<file path="src/rtl/img_upscaler_if.sv">
// Pixel stream bundle for the upscaler: resized pixels in, full-size pixels out.
// The DUT side uses the slave modport and the source/sink side uses master.
interface img_upscaler_if #(
    parameter int unsigned PXL_W = 8
);
    logic [PXL_W-1:0] rsz_pxl_data_i;
    logic             rsz_pxl_vld_i;
    logic             rsz_pxl_rdy_o;
    logic [PXL_W-1:0] pxl_data_o;
    logic             pxl_vld_o;
    logic             pxl_rdy_i;
    logic             pxl_eol_o;
    logic             pxl_eof_o;

    modport master (
        output rsz_pxl_data_i, rsz_pxl_vld_i, pxl_rdy_i,
        input  rsz_pxl_rdy_o, pxl_data_o, pxl_vld_o, pxl_eol_o, pxl_eof_o
    );

    modport slave (
        input  rsz_pxl_data_i, rsz_pxl_vld_i, pxl_rdy_i,
        output rsz_pxl_rdy_o, pxl_data_o, pxl_vld_o, pxl_eol_o, pxl_eof_o
    );
endinterface

</file>
<file path="src/rtl/img_upscaler.sv">
// Nearest-neighbour upscaler: buffers one resized frame, then replays each
// stored pixel over a blk_w x blk_h block of the full-size output frame.
module img_upscaler #(
    parameter int unsigned IMG_WIDTH_MAX_SIZE   = 1024,
    parameter int unsigned IMG_HEIGHT_MAX_SIZE  = 1024,
    parameter int unsigned RSZ_IMG_WIDTH_SIZE   = 8,
    parameter int unsigned RSZ_IMG_HEIGHT_SIZE  = 8,
    parameter int unsigned PXL_PRIM_COLOR_NUM   = 1,
    parameter int unsigned PXL_PRIM_COLOR_W     = 8,
    localparam int unsigned IMG_WIDTH_IDX_W      = $clog2(IMG_WIDTH_MAX_SIZE),
    localparam int unsigned IMG_HEIGHT_IDX_W     = $clog2(IMG_HEIGHT_MAX_SIZE),
    localparam int unsigned RSZ_IMG_WIDTH_IDX_W  = $clog2(RSZ_IMG_WIDTH_SIZE),
    localparam int unsigned RSZ_IMG_HEIGHT_IDX_W = $clog2(RSZ_IMG_HEIGHT_SIZE),
    localparam int unsigned PXL_W                = PXL_PRIM_COLOR_NUM * PXL_PRIM_COLOR_W
) (
    input  logic                      clk,
    input  logic                      rst_n,
    input  logic [IMG_WIDTH_IDX_W:0]  img_width_i,
    input  logic [IMG_HEIGHT_IDX_W:0] img_height_i,
    img_upscaler_if.slave             bus,
    output logic                      busy_o
);

    localparam int unsigned WW = IMG_WIDTH_IDX_W + 1;
    localparam int unsigned HW = IMG_HEIGHT_IDX_W + 1;
    localparam int unsigned CW = RSZ_IMG_WIDTH_IDX_W;
    localparam int unsigned RW = RSZ_IMG_HEIGHT_IDX_W;
    localparam int unsigned DEPTH = RSZ_IMG_HEIGHT_SIZE * RSZ_IMG_WIDTH_SIZE;

    localparam logic [WW-1:0]    W_MAX    = WW'(IMG_WIDTH_MAX_SIZE);
    localparam logic [HW-1:0]    H_MAX    = HW'(IMG_HEIGHT_MAX_SIZE);
    localparam logic [CW-1:0]    COL_LAST = CW'(RSZ_IMG_WIDTH_SIZE - 1);
    localparam logic [RW-1:0]    ROW_LAST = RW'(RSZ_IMG_HEIGHT_SIZE - 1);
    localparam logic [RW+CW-1:0] ADDR0    = '0;

    typedef enum logic {
        LOAD,
        EMIT
    } state_t;

    state_t state;
    state_t stateNext;

    logic [PXL_W-1:0] pixBuf [DEPTH];

    logic [CW-1:0] ldCol;
    logic [RW-1:0] ldRow;
    logic [WW-1:0] blkW;
    logic [HW-1:0] blkH;
    logic          busy;

    logic [WW-1:0] subCol, subColNext;
    logic [CW-1:0] rszCol, rszColNext;
    logic [HW-1:0] subRow, subRowNext;
    logic [RW-1:0] rszRow, rszRowNext;

    logic [PXL_W-1:0] pxlData;
    logic             pxlVld;
    logic             pxlEol;
    logic             pxlEof;
    logic             rszRdy;

    logic [WW-1:0] satW, shW, blkWIn;
    logic [HW-1:0] satH, shH, blkHIn;

    logic inHs, outHs, ldFirst, ldLast;
    logic nextEol, nextEof, firstEol, firstEof;

    assign inHs    = bus.rsz_pxl_vld_i && (state == LOAD);
    assign outHs   = pxlVld && bus.pxl_rdy_i;
    assign ldFirst = inHs && (ldRow == '0) && (ldCol == '0);
    assign ldLast  = inHs && (ldRow == ROW_LAST) && (ldCol == COL_LAST);

    // Saturate before the shift so oversize requests collapse to the largest block.
    always_comb begin
        satW   = (img_width_i  > W_MAX) ? W_MAX : img_width_i;
        satH   = (img_height_i > H_MAX) ? H_MAX : img_height_i;
        shW    = satW >> CW;
        shH    = satH >> RW;
        blkWIn = (shW == '0) ? WW'(1) : shW;
        blkHIn = (shH == '0) ? HW'(1) : shH;
    end

    always_ff @(posedge clk) begin
        if (!rst_n) begin
            state <= LOAD;
        end else begin
            state <= stateNext;
        end
    end

    always_comb begin
        stateNext = state;
        rszRdy    = 1'b0;
        case (state)
            LOAD: begin
                rszRdy = 1'b1;
                if (bus.rsz_pxl_vld_i && (ldRow == ROW_LAST) && (ldCol == COL_LAST)) begin
                    stateNext = EMIT;
                end
            end
            EMIT: begin
                if (pxlVld && bus.pxl_rdy_i && pxlEof) begin
                    stateNext = LOAD;
                end
            end
        endcase
    end

    // Load side: raster write pointer, dimension latch and busy flag.
    always_ff @(posedge clk) begin
        if (!rst_n) begin
            ldCol <= '0;
            ldRow <= '0;
            blkW  <= WW'(1);
            blkH  <= HW'(1);
            busy  <= 1'b0;
        end else begin
            if (inHs) begin
                ldCol <= ldCol + 1'b1;
                if (ldCol == COL_LAST) begin
                    ldRow <= ldRow + 1'b1;
                end
            end
            if (ldFirst) begin
                blkW <= blkWIn;
                blkH <= blkHIn;
                busy <= 1'b1;
            end
            if (outHs && pxlEof) begin
                busy <= 1'b0;
            end
        end
    end

    always_ff @(posedge clk) begin
        if (inHs) begin
            pixBuf[{ldRow, ldCol}] <= bus.rsz_pxl_data_i;
        end
    end

    // Counter cascade: sub_col -> rsz_col -> sub_row -> rsz_row.
    always_comb begin
        subColNext = subCol + 1'b1;
        rszColNext = rszCol;
        subRowNext = subRow;
        rszRowNext = rszRow;
        if (subCol == blkW - 1'b1) begin
            subColNext = '0;
            rszColNext = rszCol + 1'b1;
            if (rszCol == COL_LAST) begin
                subRowNext = subRow + 1'b1;
                if (subRow == blkH - 1'b1) begin
                    subRowNext = '0;
                    rszRowNext = rszRow + 1'b1;
                end
            end
        end
    end

    // Flags are registered alongside the data, so they are derived from the
    // counter values the next output will carry.
    always_comb begin
        nextEol  = (subColNext == blkW - 1'b1) && (rszColNext == COL_LAST);
        nextEof  = nextEol && (subRowNext == blkH - 1'b1) && (rszRowNext == ROW_LAST);
        firstEol = (blkW == WW'(1)) && (COL_LAST == '0);
        firstEof = firstEol && (blkH == HW'(1)) && (ROW_LAST == '0);
    end

    always_ff @(posedge clk) begin
        if (!rst_n) begin
            subCol  <= '0;
            rszCol  <= '0;
            subRow  <= '0;
            rszRow  <= '0;
            pxlVld  <= 1'b0;
            pxlData <= '0;
            pxlEol  <= 1'b0;
            pxlEof  <= 1'b0;
        end else if (ldLast) begin
            subCol  <= '0;
            rszCol  <= '0;
            subRow  <= '0;
            rszRow  <= '0;
            pxlVld  <= 1'b1;
            pxlData <= pixBuf[ADDR0];
            pxlEol  <= firstEol;
            pxlEof  <= firstEof;
        end else if (outHs) begin
            if (pxlEof) begin
                subCol <= '0;
                rszCol <= '0;
                subRow <= '0;
                rszRow <= '0;
                pxlVld <= 1'b0;
                pxlEol <= 1'b0;
                pxlEof <= 1'b0;
            end else begin
                subCol  <= subColNext;
                rszCol  <= rszColNext;
                subRow  <= subRowNext;
                rszRow  <= rszRowNext;
                pxlData <= pixBuf[{rszRowNext, rszColNext}];
                pxlEol  <= nextEol;
                pxlEof  <= nextEof;
            end
        end
    end

    assign bus.rsz_pxl_rdy_o = rszRdy;
    assign bus.pxl_data_o    = pxlData;
    assign bus.pxl_vld_o     = pxlVld;
    assign bus.pxl_eol_o     = pxlEol;
    assign bus.pxl_eof_o     = pxlEof;
    assign busy_o            = busy;

endmodule

</file>
<file path="src/flat_wrapper.sv">
// flat-port wrapper written by rule: the top's interface ports become plain ports
module img_upscaler_flat 
#(
    parameter int unsigned IMG_WIDTH_MAX_SIZE   = 1024,
    parameter int unsigned IMG_HEIGHT_MAX_SIZE  = 1024,
    parameter int unsigned RSZ_IMG_WIDTH_SIZE   = 8,
    parameter int unsigned RSZ_IMG_HEIGHT_SIZE  = 8,
    parameter int unsigned PXL_PRIM_COLOR_NUM   = 1,
    parameter int unsigned PXL_PRIM_COLOR_W     = 8,
    localparam int unsigned IMG_WIDTH_IDX_W      = $clog2(IMG_WIDTH_MAX_SIZE),
    localparam int unsigned IMG_HEIGHT_IDX_W     = $clog2(IMG_HEIGHT_MAX_SIZE),
    localparam int unsigned RSZ_IMG_WIDTH_IDX_W  = $clog2(RSZ_IMG_WIDTH_SIZE),
    localparam int unsigned RSZ_IMG_HEIGHT_IDX_W = $clog2(RSZ_IMG_HEIGHT_SIZE),
    localparam int unsigned PXL_W                = PXL_PRIM_COLOR_NUM * PXL_PRIM_COLOR_W
)
  (clk, rst_n, img_width_i, img_height_i, busy_o, bus_rsz_pxl_data_i, bus_rsz_pxl_vld_i, bus_pxl_rdy_i, bus_rsz_pxl_rdy_o, bus_pxl_data_o, bus_pxl_vld_o, bus_pxl_eol_o, bus_pxl_eof_o);
  img_upscaler_if #(.PXL_W(8)) bus_i ();
  input  logic clk;
  input  logic rst_n;
  input  logic [IMG_WIDTH_IDX_W:0] img_width_i;
  input  logic [IMG_HEIGHT_IDX_W:0] img_height_i;
  output logic busy_o;
  input wire logic [$bits(bus_i.rsz_pxl_data_i)-1:0] bus_rsz_pxl_data_i;
  input wire logic [$bits(bus_i.rsz_pxl_vld_i)-1:0] bus_rsz_pxl_vld_i;
  input wire logic [$bits(bus_i.pxl_rdy_i)-1:0] bus_pxl_rdy_i;
  output wire logic [$bits(bus_i.rsz_pxl_rdy_o)-1:0] bus_rsz_pxl_rdy_o;
  output wire logic [$bits(bus_i.pxl_data_o)-1:0] bus_pxl_data_o;
  output wire logic [$bits(bus_i.pxl_vld_o)-1:0] bus_pxl_vld_o;
  output wire logic [$bits(bus_i.pxl_eol_o)-1:0] bus_pxl_eol_o;
  output wire logic [$bits(bus_i.pxl_eof_o)-1:0] bus_pxl_eof_o;
  assign bus_i.rsz_pxl_data_i = bus_rsz_pxl_data_i;
  assign bus_i.rsz_pxl_vld_i = bus_rsz_pxl_vld_i;
  assign bus_i.pxl_rdy_i = bus_pxl_rdy_i;
  assign bus_rsz_pxl_rdy_o = bus_i.rsz_pxl_rdy_o;
  assign bus_pxl_data_o = bus_i.pxl_data_o;
  assign bus_pxl_vld_o = bus_i.pxl_vld_o;
  assign bus_pxl_eol_o = bus_i.pxl_eol_o;
  assign bus_pxl_eof_o = bus_i.pxl_eof_o;
  img_upscaler #(.IMG_WIDTH_MAX_SIZE(IMG_WIDTH_MAX_SIZE), .IMG_HEIGHT_MAX_SIZE(IMG_HEIGHT_MAX_SIZE), .RSZ_IMG_WIDTH_SIZE(RSZ_IMG_WIDTH_SIZE), .RSZ_IMG_HEIGHT_SIZE(RSZ_IMG_HEIGHT_SIZE), .PXL_PRIM_COLOR_NUM(PXL_PRIM_COLOR_NUM), .PXL_PRIM_COLOR_W(PXL_PRIM_COLOR_W)) u_core (.clk(clk), .rst_n(rst_n), .img_width_i(img_width_i), .img_height_i(img_height_i), .bus(bus_i), .busy_o(busy_o));
endmodule
</file>
<file path="config.mk">
export PLATFORM = sky130hd
export DESIGN_NAME = img_upscaler_flat
export DESIGN_NICKNAME = d
export VERILOG_FILES = /design/src/rtl/img_upscaler_if.sv /design/src/rtl/img_upscaler.sv /design/src/flat_wrapper.sv
export SDC_FILE = /design/constraint.sdc
export NUM_CORES = 1
export LEC_CHECK = 0
export ABC_AREA = 1
export CORE_MARGIN = 10
export CORE_UTILIZATION = 55
export DETAILED_ROUTE_END_ITERATION = 12
export PLACE_DENSITY = 0.7
export REMOVE_ABC_BUFFERS = 1
export SLEW_MARGIN = 10
export SYNTH_ARGS = -nofsm -noshare
export SYNTH_HDL_FRONTEND = slang
export SYNTH_SLANG_ARGS = --single-unit
</file>
<file path="constraint.sdc">
create_clock -name clk -period 3.3 [get_ports clk]
set_input_delay 0.66 -clock clk [delete_from_list [all_inputs] [get_ports clk]]
set_output_delay 0.66 -clock clk [all_outputs]
set_load 0.02 [all_outputs]
</file>
; After elaboration in Yosys (flattened, before gate mapping)
; Memory sizes are Yosys's and may differ from the RTL's.
; Cells that the tools add are included.
[classes]
reduce_logical = 23
mux = 30
n_bitwise = 2
add_sub_neg = 8
magnitude_cmp = 2
n_eq_ne = 10
[op_table]
columns = op, n
row1 = $mux 11, 8
row2 = $eq 11x11->1, 4
row3 = $mux 8, 5
row4 = $add 11x1->11 const B, 2
row5 = $gt 11x11->1 const B, 2
row6 = $logic_not 11->1, 2
row7 = $sub 11x1->11 const B, 2
row8 = $mux 3, 6
row9 = $eq 3x3->1 const B, 5
row10 = $add 3x1->3 const B, 4
row11 = $logic_and 1x1->1, 12
row12 = $mux 1, 10
row13 = $logic_not 3->1, 2
row14 = $reduce_and 2->1, 3
row15 = $reduce_bool 2->1, 2
row16 = $reduce_or 2->1, 2
row17 = $ne 2x2->1 const B, 1
row18 = $not 1->1, 2
row19 = $pmux 1 s2, 1
[totals]
output_inout_bits = 13
mem_bits_rw = 512
regBits = 69
word_cells = 90
mem_count = 1
[memory_table]
columns = name, depth, width, rd, rd_clocked_by_memory_dff, write_ports, line
row1 = u_core.pixBuf, 64, 8, 2, 0, 1, img_upscaler.sv:44  ; logic [PXL_W-1:0] pixBuf [DEPTH];

; Depth between registers and ports, before layout
; Gate-level depths: netlist (run 1).
[logic_depth]
word_depth = 9
mapped_depth = 26
mapped_depth_nobuf = 23

; Worst setup path before layout (run 1)
; No wires, ideal clock.
[synth_timing]
path_type = register to register
startpoint = reg u_core.blkW[0]
endpoint = reg u_core.pxlData[0] (netlist: u_core.bus.pxl_data_o[0])
required_time_ps = 3168
slack_ps = 468
synth_period_minus_slack_ps = 2832
path_stages_with_launch = 21
arrival_time_ps = 2700
path_cell_list = dfxtp_1 -> inv_2 -> ha_1 -> xnor2_1 -> nor2_1 -> nand2_1 -> nor2_1 -> nand2_1 -> nor2_4 -> nand3_1 -> buf_4 -> o21ai_2 -> buf_4 -> clkbuf_1 -> nand3_1 -> nand3_1 -> nand3_1 -> nand2_1 -> nand2_1 -> nand3_1 -> a21oi_1
[synth_between]
elab_chain_len = 7
elab_cells_between_ends = 8
[synth_lines]
columns = element, line
row1 = start: declaration, img_upscaler.sv:48  ; logic [WW-1:0] blkW;
row2 = start signal: assignment, img_upscaler.sv:126  ; blkW <= blkWIn;
row3 = $sub 11x1->11 *, img_upscaler.sv:148  ; if (subCol == blkW - 1'b1) begin
row4 = $eq 11x11->1 *, img_upscaler.sv:148
row5 = $mux 3, img_upscaler.sv:148
row6 = $mem_v2 64x8 *, -
row7 = $mux 8 *, img_upscaler.sv:190  ; if (pxlEof) begin
row8 = $mux 8 *, img_upscaler.sv:189  ; end else if (outHs) begin
row9 = $mux 8 *, img_upscaler.sv:180  ; end else if (ldLast) begin
row10 = end signal: assignment, img_upscaler.sv:186  ; pxlData <= pixBuf[ADDR0];
row11 = end signal: assignment, img_upscaler.sv:203  ; pxlData <= pixBuf[{rszRowNext, rszColNext}];
row12 = end: declaration, img_upscaler.sv:57  ; logic [PXL_W-1:0] pxlData;
; Mark *: on every way between the ends. The rest lies on a longest branch, timed or not. The select of a mux whose other input is x is not followed.
; A chain may end at the register's enable or synchronous reset.

; Final worst setup path (run 1)
[layout_timing]
startpoint = reg u_core.blkW[0]
endpoint = reg u_core.pxlData[5] (netlist: u_core.bus.pxl_data_o[5])
; The elaborated chain is that of the path after synthesis.

==> impl_results.md, run 1 <==
- Status: completed
- Synth Area in XOR/XNOR: 0.712%
- Vias: 19901
- Inserted Clock Buffers: 57
- GRT Resource Usage Total: 25.0%
- Worst Max-Slew Pin Slew: 1.04 ns
- CP Depth: 23
- Clock transition at path regs: 0.06 ns
- Drt wl/cell: 21.8 um
- PD cells: 577 nW/um^2
- Vias per cell: 5.83
- PortBufs: 46
- Worst Setup Path Type: register to register
- CP delay by family, top: simple AND/OR/NAND/NOR gates
- Post-synthesis adder-cell area fraction: 0.630%
- 1st-pass router iterations: 6
- Max clock buf depth: 3
- Synth cell types: 44
- Sink Count: 575
- Min Tclk post-route: 3.26 ns
- Max_slew headroom: 30.9%
- Top FF cell, synth: edfxtp_1
- CP Launch Type: register
- Slew Limit Fails: 0
- Max FO, Critical Path: 16
- Non-filler cells, final: 3416
- Worst hold stages: 2
- Core box area: 46500 sq um
- FMAX: 0.306 GHz
- Die W: 237 um
- Setup crit end kind: register
- Leading area contributor after synthesis: edfxtp_1
- P_leak: 12.1 nW
- RR Endpoint: u_core.bus.pxl_data_o[5]
- Initial antenna violation count: 2
- Reg2Reg Launch Point: u_core.blkW[0]
- Antenna diode count: 0
- Required time worst endpoint: 3.77 ns
- WP data arrival: 3.73 ns
- Post-Synth Simple-Gate Area: 20.0%
- Slowest CP cell: dfxtp_2
- Iter 0 DRT Violations: 2359
- Hold endpoint: u_core.busy_o
- GPL Wtd Cong: 0.970
- Setup violations, final: 0
- Most numerous cell on the critical path: nor2_1
- First-pass GRT wire length: 109 mm
- Hold wc startpoint: u_core.busy_o
- RSZ-0062 raised after global routing: true
- TritonCTS clock tree: done
- Full die area: 56000 sq um
- Num ports: 47
- ANT nets after route: 0
- Reg-to-reg slack, setup: 0.04 ns
- Synth Register Bits: 575
- CTS root buf: clkbuf_16
- Cell Chain, Critical Path: inv_2 -> ha_4 -> xnor2_2 -> nor2_1 -> nand2_1 -> nor2_1 -> nand2_1 -> nor2_4 -> nand3_4 -> buf_12 -> nand2_8 -> nand2_8 -> buf_16 -> buf_4 -> clkbuf_16 -> nor2_1 -> nor2_1 -> o21ai_0 -> nand3_1 -> nand3_1 -> nand2_1 -> nand3_2 -> a21oi_2
- HP Class: register to register
- Setup ws final: 0.0372 ns
- Area contributors post-synth: edfxtp_1, nand2_1, nand3_1, dfxtp_1, inv_1
- Initial Util: 55.6%
- Tcrit/Tclk final: 98.9%
- Synth top area share: 59.5%
- Die Y: 237 um
- Syn_area_per_cell: 10.1 sq um
- DRC errors left: 0
- Number of global-route vias before repair: 18842
- Most frequent cells in the layout: nand2_1, edfxtp_1, inv_1
- Final Hold Fails: 0
- Global route total overflow: 0
- Max-Cap Viols: 0
- Final nets: 2808
- Fillcell total: 3469
- Fraction of layout instances using a drive strength above 1: 15.6%
- Mux contribution to synthesized area: 0%
- Post-synthesis sequential area ratio: 64.4%
- Clk_skew: 0.0309 ns
- Post-synthesis compound-gate area fraction: 7.53%
- DPL Wire Length: 45.5 mm
- Post-synth EDFFs: 512
- Max incr delay on CP: 0.34 ns
- Skew-Pair Late Insertion Delay: 0.63 ns
- Drt total wl: 74.5 mm
- Largest family of logic cells by synthesized area: simple AND/OR/NAND/NOR gates
- Most common cell after layout, fill and taps aside: nand2_1
- Yosys warns: 0
- Synth Instances: 2551
- H-tree lvl count: 2
- Hold buffers post-CTS: 0
- Area grow syn2layout: 21.1%
- Reg2Reg Depth: 23
- Asr flop ratio synth: 0%
- WP buf/inv: 5
- Max VDD drop: 0.000441 V
- Largest net degree at the start of global routing: 65
- Placed Cells incl. Taps: 3256
- Post-Place Worst Slack: -0.321 ns
- Synth Cell Area: 25800 sq um
- Row count: 79
==> flip-flops by register name, summed over array words and instances, names as in the netlist, 3 cells and up <==
name / flops
u_core.ldRow: 3
u_core.rszRow: 3
u_core.ldCol: 3
u_core.rszCol: 3
u_core.blkW: 8
u_core.subCol: 11
u_core.bus.pxl_data_o: 8
u_core.blkH: 8
u_core.subRow: 11
u_core.pixBuf: 512
==> cell families after synthesis <==
family | count (synthesis)
DFF | 575
xor gates and xnor gates | 21
AOI/OAI and AO/OA | 320
buffers and inverters | 423
and+or+nand+nor | 1199
adders and majority gates | 13
==> worst max-delay path by stage <==
| stage | start | endpoint | slack [ns] |
|---|---|---|---|
| floorplan | u_core.blkW[0] | u_core.bus.pxl_data_o[0] | -3.78 |
| global placement | u_core.blkH[0] | u_core.bus.pxl_data_o[5] | -0.28 |
| detailed placement | u_core.blkH[0] | u_core.bus.pxl_data_o[5] | -0.32 |
| CTS | u_core.blkH[0] | u_core.bus.pxl_data_o[5] | -0.04 |
| global route | u_core.blkW[0] | u_core.bus.pxl_data_o[3] | -0.12 |
| finish | u_core.blkW[0] | u_core.bus.pxl_data_o[5] | 0.04 |
==> worst register-to-register path: stages, from the launching register on <==
cell and delay [ns]:
dfxtp_2 0.34, inv_2 0.05, ha_4 0.24, xnor2_2 0.12
nor2_1 0.10, nand2_1 0.06, nor2_1 0.11, nand2_1 0.09
nor2_4 0.14, nand3_4 0.12, buf_12 0.18, nand2_8 0.09
nand2_8 0.08, buf_16 0.16, buf_4 0.17, clkbuf_16 0.17
nor2_1 0.10, nor2_1 0.05, o21ai_0 0.29, nand3_1 0.14
nand3_1 0.10, nand2_1 0.06, nand3_2 0.08, a21oi_2 0.05
==> report_power, final <==
group	switching (mW)	internal [mW]	total (mW)
logic	2.13	1.32	3.45
registers	0.0276	7.96	7.98
clock network	2.78	3.85	6.62
==> repair_timing <==
action                     CTS  global route
buffers inserted            15            25
cloned                       5            10
pin swaps                    9            58
resized for setup           22           120
setup endpoints to repair    9             9
==> synthesized netlist by cell type, drive strengths merged (16+ instances only) <==
library cell and number:
buf 84, nand3b 28, inv 295, nor2 238, xor2 16, nand2 577
a21oi 86, nand4 21, dfxtp 63, o21ai 106, nand3 319, clkbuf 41
edfxtp 512, o211ai 107
==> through the flow <==
step | instance area (sq um) | total power, mW | hold slack (ns) | util, % | TNS [ns]
floorplan | 25200 | 9.79 | 0.445 | - | -41.99
global placement | 28100 | 10.8 | 0.439 | 60.4 | -1.53
global route | 31300 | 18.6 | 0.469 | 67.3 | -0.730
finish | 31300 | 18.1 | 0.447 | 67.3 | 0
detailed placement | 28100 | 10.9 | 0.440 | 60.4 | -1.82
CTS | 30300 | 17.5 | 0.449 | 65.3 | -0.0655
==> per-layer routing <==
layer,wire [um],GRT usage [%]
met5,13,0
met4,2610,9.81
met3,7130,4.96
met2,35300,40.6
met1,29500,32.5
==> cell type report <==
type / count / area, sq um / area share [%]
sequential: 575 / 16600 / 53.2
multi-input combinational: 1554 / 7900 / 25.3
timing repair buffer: 275 / 2950 / 9.43
clock buffer: 71 / 1500 / 4.80
inverter: 298 / 1120 / 3.58
tap: 607 / 759 / 2.43
clock inverter: 36 / 395 / 1.26
No activity file was read; power rests on OpenSTA's default activity.
==> run 2: changes to the inputs <==
- ABC_AREA: 1 -> not set
- PLACE_DENSITY: 0.7 -> 0.72
==> impl_results.md, run 2 <==
- Status: finished, violations left
- Violated checks: setup timing
- Row count: 81 (+2.5%)
- Inserted Clock Buffers: 59 (+3.5%)
- Cell Chain, Critical Path: inv_2 -> ha_4 -> or4b_4 -> o22a_1 -> a211oi_4 -> o2bb2ai_4 -> buf_6 -> o21ai_4 -> buf_12 -> and2_4 -> buf_8 -> buf_12 -> buf_4 -> mux2i_1 -> a22oi_1 -> nand3_1 -> o2111ai_4 -> a22o_1
- Clock power share: 39.8% (+3.1 points)
- Initial Util: 55.4% (-0.15 points)
- Biggest register: u_core.pixBuf
- Worst hold stages: 2 (unchanged)
- Initial antenna violation count: 1 (-1)
- CP Launch Type: register
- Top FF cell, synth: edfxtp_1
- WP data arrival: 4.41 ns (+0.68 ns)
- Worst Setup Path Type: register to register
- Antenna diode count: 0 (unchanged)
- PD cells: 509 nW/um^2 (-12%)
- Met1 Resource Use GR: 42.4% (+9.9 points)
- Global route total overflow: 0 (unchanged)
- Most frequent cells in the layout: edfxtp_1, buf_4, nand2_1
- Post-synth EDFFs: 512 (unchanged)
- Final Hold Fails: 0 (unchanged)
- Most common cell after layout, fill and taps aside: edfxtp_1
- RSZ-0062 raised after global routing: true
- Placed cell areas: 31000 sq um (+11%)
- Core box area: 48800 sq um (+5.1%)
- CP Launch Point: u_core.blkW[0]
- GPL Wtd Cong: 1.06 (+9.2%)
- Vias: 22442 (+13%)
- Final nets: 2674 (-4.8%)
- Clk_skew: 0.0182 ns (-0.0127 ns)
- Hold buffers post-CTS: 0 (unchanged)
- Drt total wl: 99.6 mm (+34%)
- Max-Cap Viols: 0 (unchanged)
- Setup crit end kind: register
- Vias per cell: 6.72 (+15%)
- PortBufs: 46 (unchanged)
- Synth cell types: 87 (+98%)
- Max_slew headroom: 22.0% (-8.8 points)
- Tot Pwr: 17.5 mW (-3.2%)
- Sink Count: 575 (unchanged)
- Sequential Power Share: 45.7% (+1.5 points)
- Fillcell total: 3466 (-0.086%)
- Slowest CP cell: or4b_4
- Fraction of layout instances using a drive strength above 1: 27.7% (+12 points)
- Clock transition at path regs: 0.07 ns (about the same)
- Comb pwr share: 14.5% (-4.6 points)
- Max VDD drop: 0.000493 V (+12%)
- Die Y: 242 um (+2.2%)
- Reg2Reg Depth: 18 (-22%)
- Min Tclk post-route: 3.86 ns (+0.601 ns)
- Full die area: 58500 sq um (+4.4%)
- Top-count cell post-synth: edfxtp_1
- Setup TNS: -4.83 ns (-4.83 ns)
- Post-synthesis sequential area ratio: 61.4% (-3.0 points)
- TritonCTS clock tree: done
- GRT Resource Usage Total: 32.9% (+7.9 points)
- Most numerous cell on the critical path: buf_12
- Syn_area_per_cell: 12.2 sq um (+20%)
- Required time worst endpoint: 3.85 ns (+0.08 ns)
- Synth Instances: 2225 (-13%)
- Met2 Use GR: 50.8% (+10 points)
- Slew Limit Fails: 0 (unchanged)
- HP Class: register to register
- Synth Register Bits: 575 (unchanged)
- Max FO, Critical Path: 12 (-4)
- Max incr delay on CP: 0.52 ns (+0.18 ns)
- Tcrit/Tclk final: 117% (+18 points)
- Synth Cell Area: 27100 sq um (+4.9%)
- Worst Max-Slew Pin Slew: 1.17 ns (+0.133 ns)
- Iter 0 DRT Violations: 3285 (+39%)
- Area contributors post-synth: edfxtp_1, dfxtp_1, mux2i_1, nand2_1, mux4_2
- Internal power: 13.1 mW (-0.32%)
- Max clock buf depth: 3 (unchanged)
- Largest regs: u_core.pixBuf: 512 flops, u_core.subCol: 11 flops, u_core.subRow: 11 flops
- DRC errors left: 0 (unchanged)
- Asr flop ratio synth: 0% (unchanged)
- RR Endpoint: u_core.bus.pxl_data_o[3]
- GR peak layer: met2
- Num ports: 47 (unchanged)
- Area grow syn2layout: 26.7%
- CTS root buf: clkbuf_16
- Leading area contributor after synthesis: edfxtp_1
- Global routing usage on met3: 7.94% (+3.0 points)
- Leading post-synthesis cells by instance count: edfxtp_1, nand2_1, nor2_1, mux2i_1, clkbuf_1
- Skew-Pair Late Insertion Delay: 0.65 ns (+0.02 ns)
- First-pass GRT wire length: 144 mm (+32%)
- Reg2Reg Launch Point: u_core.blkW[0]
- FMAX: 0.259 GHz (-16%)
- Die W: 242 um (+2.2%)
- Sw Pwr: 4.40 mW (-11%)
- Synth top area share: 56.8% (-2.8 points)
- 1st-pass router iterations: 6 (unchanged)
- Drt wl/cell: 29.8 um (+37%)
- DPL Wire Length: 67.9 mm (+49%)
- Number of global-route vias before repair: 21790 (+16%)
- Setup ws final: -0.563 ns (-0.601 ns)
- Setup violations, final: 10 (+10)
- Largest net degree at the start of global routing: 89 (+37%)
- Max FFs per register: 512 (unchanged)
- Reg-to-reg slack, setup: -0.56 ns (-0.60 ns)
- H-tree lvl count: 2 (unchanged)
- Finished layout cell area: 34300 sq um (+9.7%)
- Setup crit end: u_core.bus.pxl_data_o[3]
- Switching share of power: 25.2% (-2.1 points)
- P_leak: 11.9 nW (-1.1%)
- ANT nets after route: 0 (unchanged)
- Yosys warns: 0 (unchanged)
run 2: cell count changes after synthesis, moves of 36 or more:
cell	before	now
mux2i_1	0	123
nor2_1	227	159
nor2b_1	0	43
inv_1	290	19
o211ai_1	107	14
buf_2	63	27
nor3_1	9	63
o221ai_1	0	38
o22ai_1	8	46
nand3_1	318	90
nand2_1	573	251
clkbuf_1	41	103
run 2: area by class of cell:
cell class	instances	area, sq um	area share, %
flip-flops and latches	575	16600	48.5
multi-input cells	1466	10400	30.2
repair buffers	504	4400	12.8
clock buffers	67	1530	4.45
well taps	664	831	2.42
clock inverters	41	468	1.36
inverters	21	78.8	0.230
run 2: how the worst min path moves through the flow:
stage	from	to	slack (ns)
floorplan	u_core.subRow[5]	u_core.subRow[5]	0.47
finish	u_core.busy_o	u_core.busy_o	0.45
detailed placement	u_core.busy_o	u_core.busy_o	0.44
global route	u_core.busy_o	u_core.busy_o	0.47
global placement	u_core.busy_o	u_core.busy_o	0.43
CTS	u_core.busy_o	u_core.busy_o	0.45
run 2: logic make-up (layout without fill, tap and decap cells):
group	count (synthesis)	in the layout	share of synthesized area, %
XOR/XNOR	50	50	1.67
AND/OR/NAND/NOR	733	734	12.8
multiplexers	171	171	7.66
AO/OA/AOI/OAI	498	498	12.9
adder cells (fa/ha/maj)	13	13	0.601
flip-flops	575	575	61.4
buffers and inverters	185	633	2.97
run 2: metrics by stage:
| stage | utilization (%) | hold WS, ns | worst slack (ns) | instances |
|---|---|---|---|---|
| after floorplan | - | 0.473 | -5.79 | 2061 |
| after global placement | 63.5 | 0.429 | -1.05 | 3185 |
| after detailed placement | 63.5 | 0.444 | -0.957 | 3185 |
| after CTS | 69.2 | 0.454 | -0.506 | 3322 |
| after global routing | 70.2 | 0.467 | -0.673 | 3338 |
| final | 70.2 | 0.449 | -0.563 | 3338 |
run 2: what timing repair did:
item / in CTS / in global routing
endpoints found under the setup margin: 17 / 25
gates resized for setup: 113 / 79
pin swaps: 49 / 48
cloned: 4 / 2
buffers inserted: 27 / 19
run 2: critical path: cells and delay by family (launching register included):
| family | cells | cell delay (ns) |
|---|---|---|
| AO/OA/AOI/OAI | 7 | 1.32 |
| multiplexers | 1 | 0.23 |
| flip-flops | 1 | 0.32 |
| buffers and inverters | 6 | 0.81 |
| AND/OR/NAND/NOR | 3 | 0.91 |
| adder cells (fa/ha/maj) | 1 | 0.15 |
run 2: routing by layer:
layer | share of wire [%] | routed length (um) | vias up
li1 | - | - | 9430
met1 | 36 | 36300 | 10874
met2 | 45 | 44400 | 1752
met3 | 13 | 12600 | 386
met4 | 6.3 | 6280 | 0
met5 | 0 | 0 | -
run 2: power by group through the flow:
stage	Sequential [mW]	Clock, mW	Combinational, mW
2_1_floorplan	8.15	0	0.959
3_3_place_gp	8.14	0	2.03
3_5_place_dp	8.14	0	2.06
4_1_cts	7.99	6.96	2.30
5_1_grt	7.99	7.26	2.62
6_report	7.99	6.96	2.53
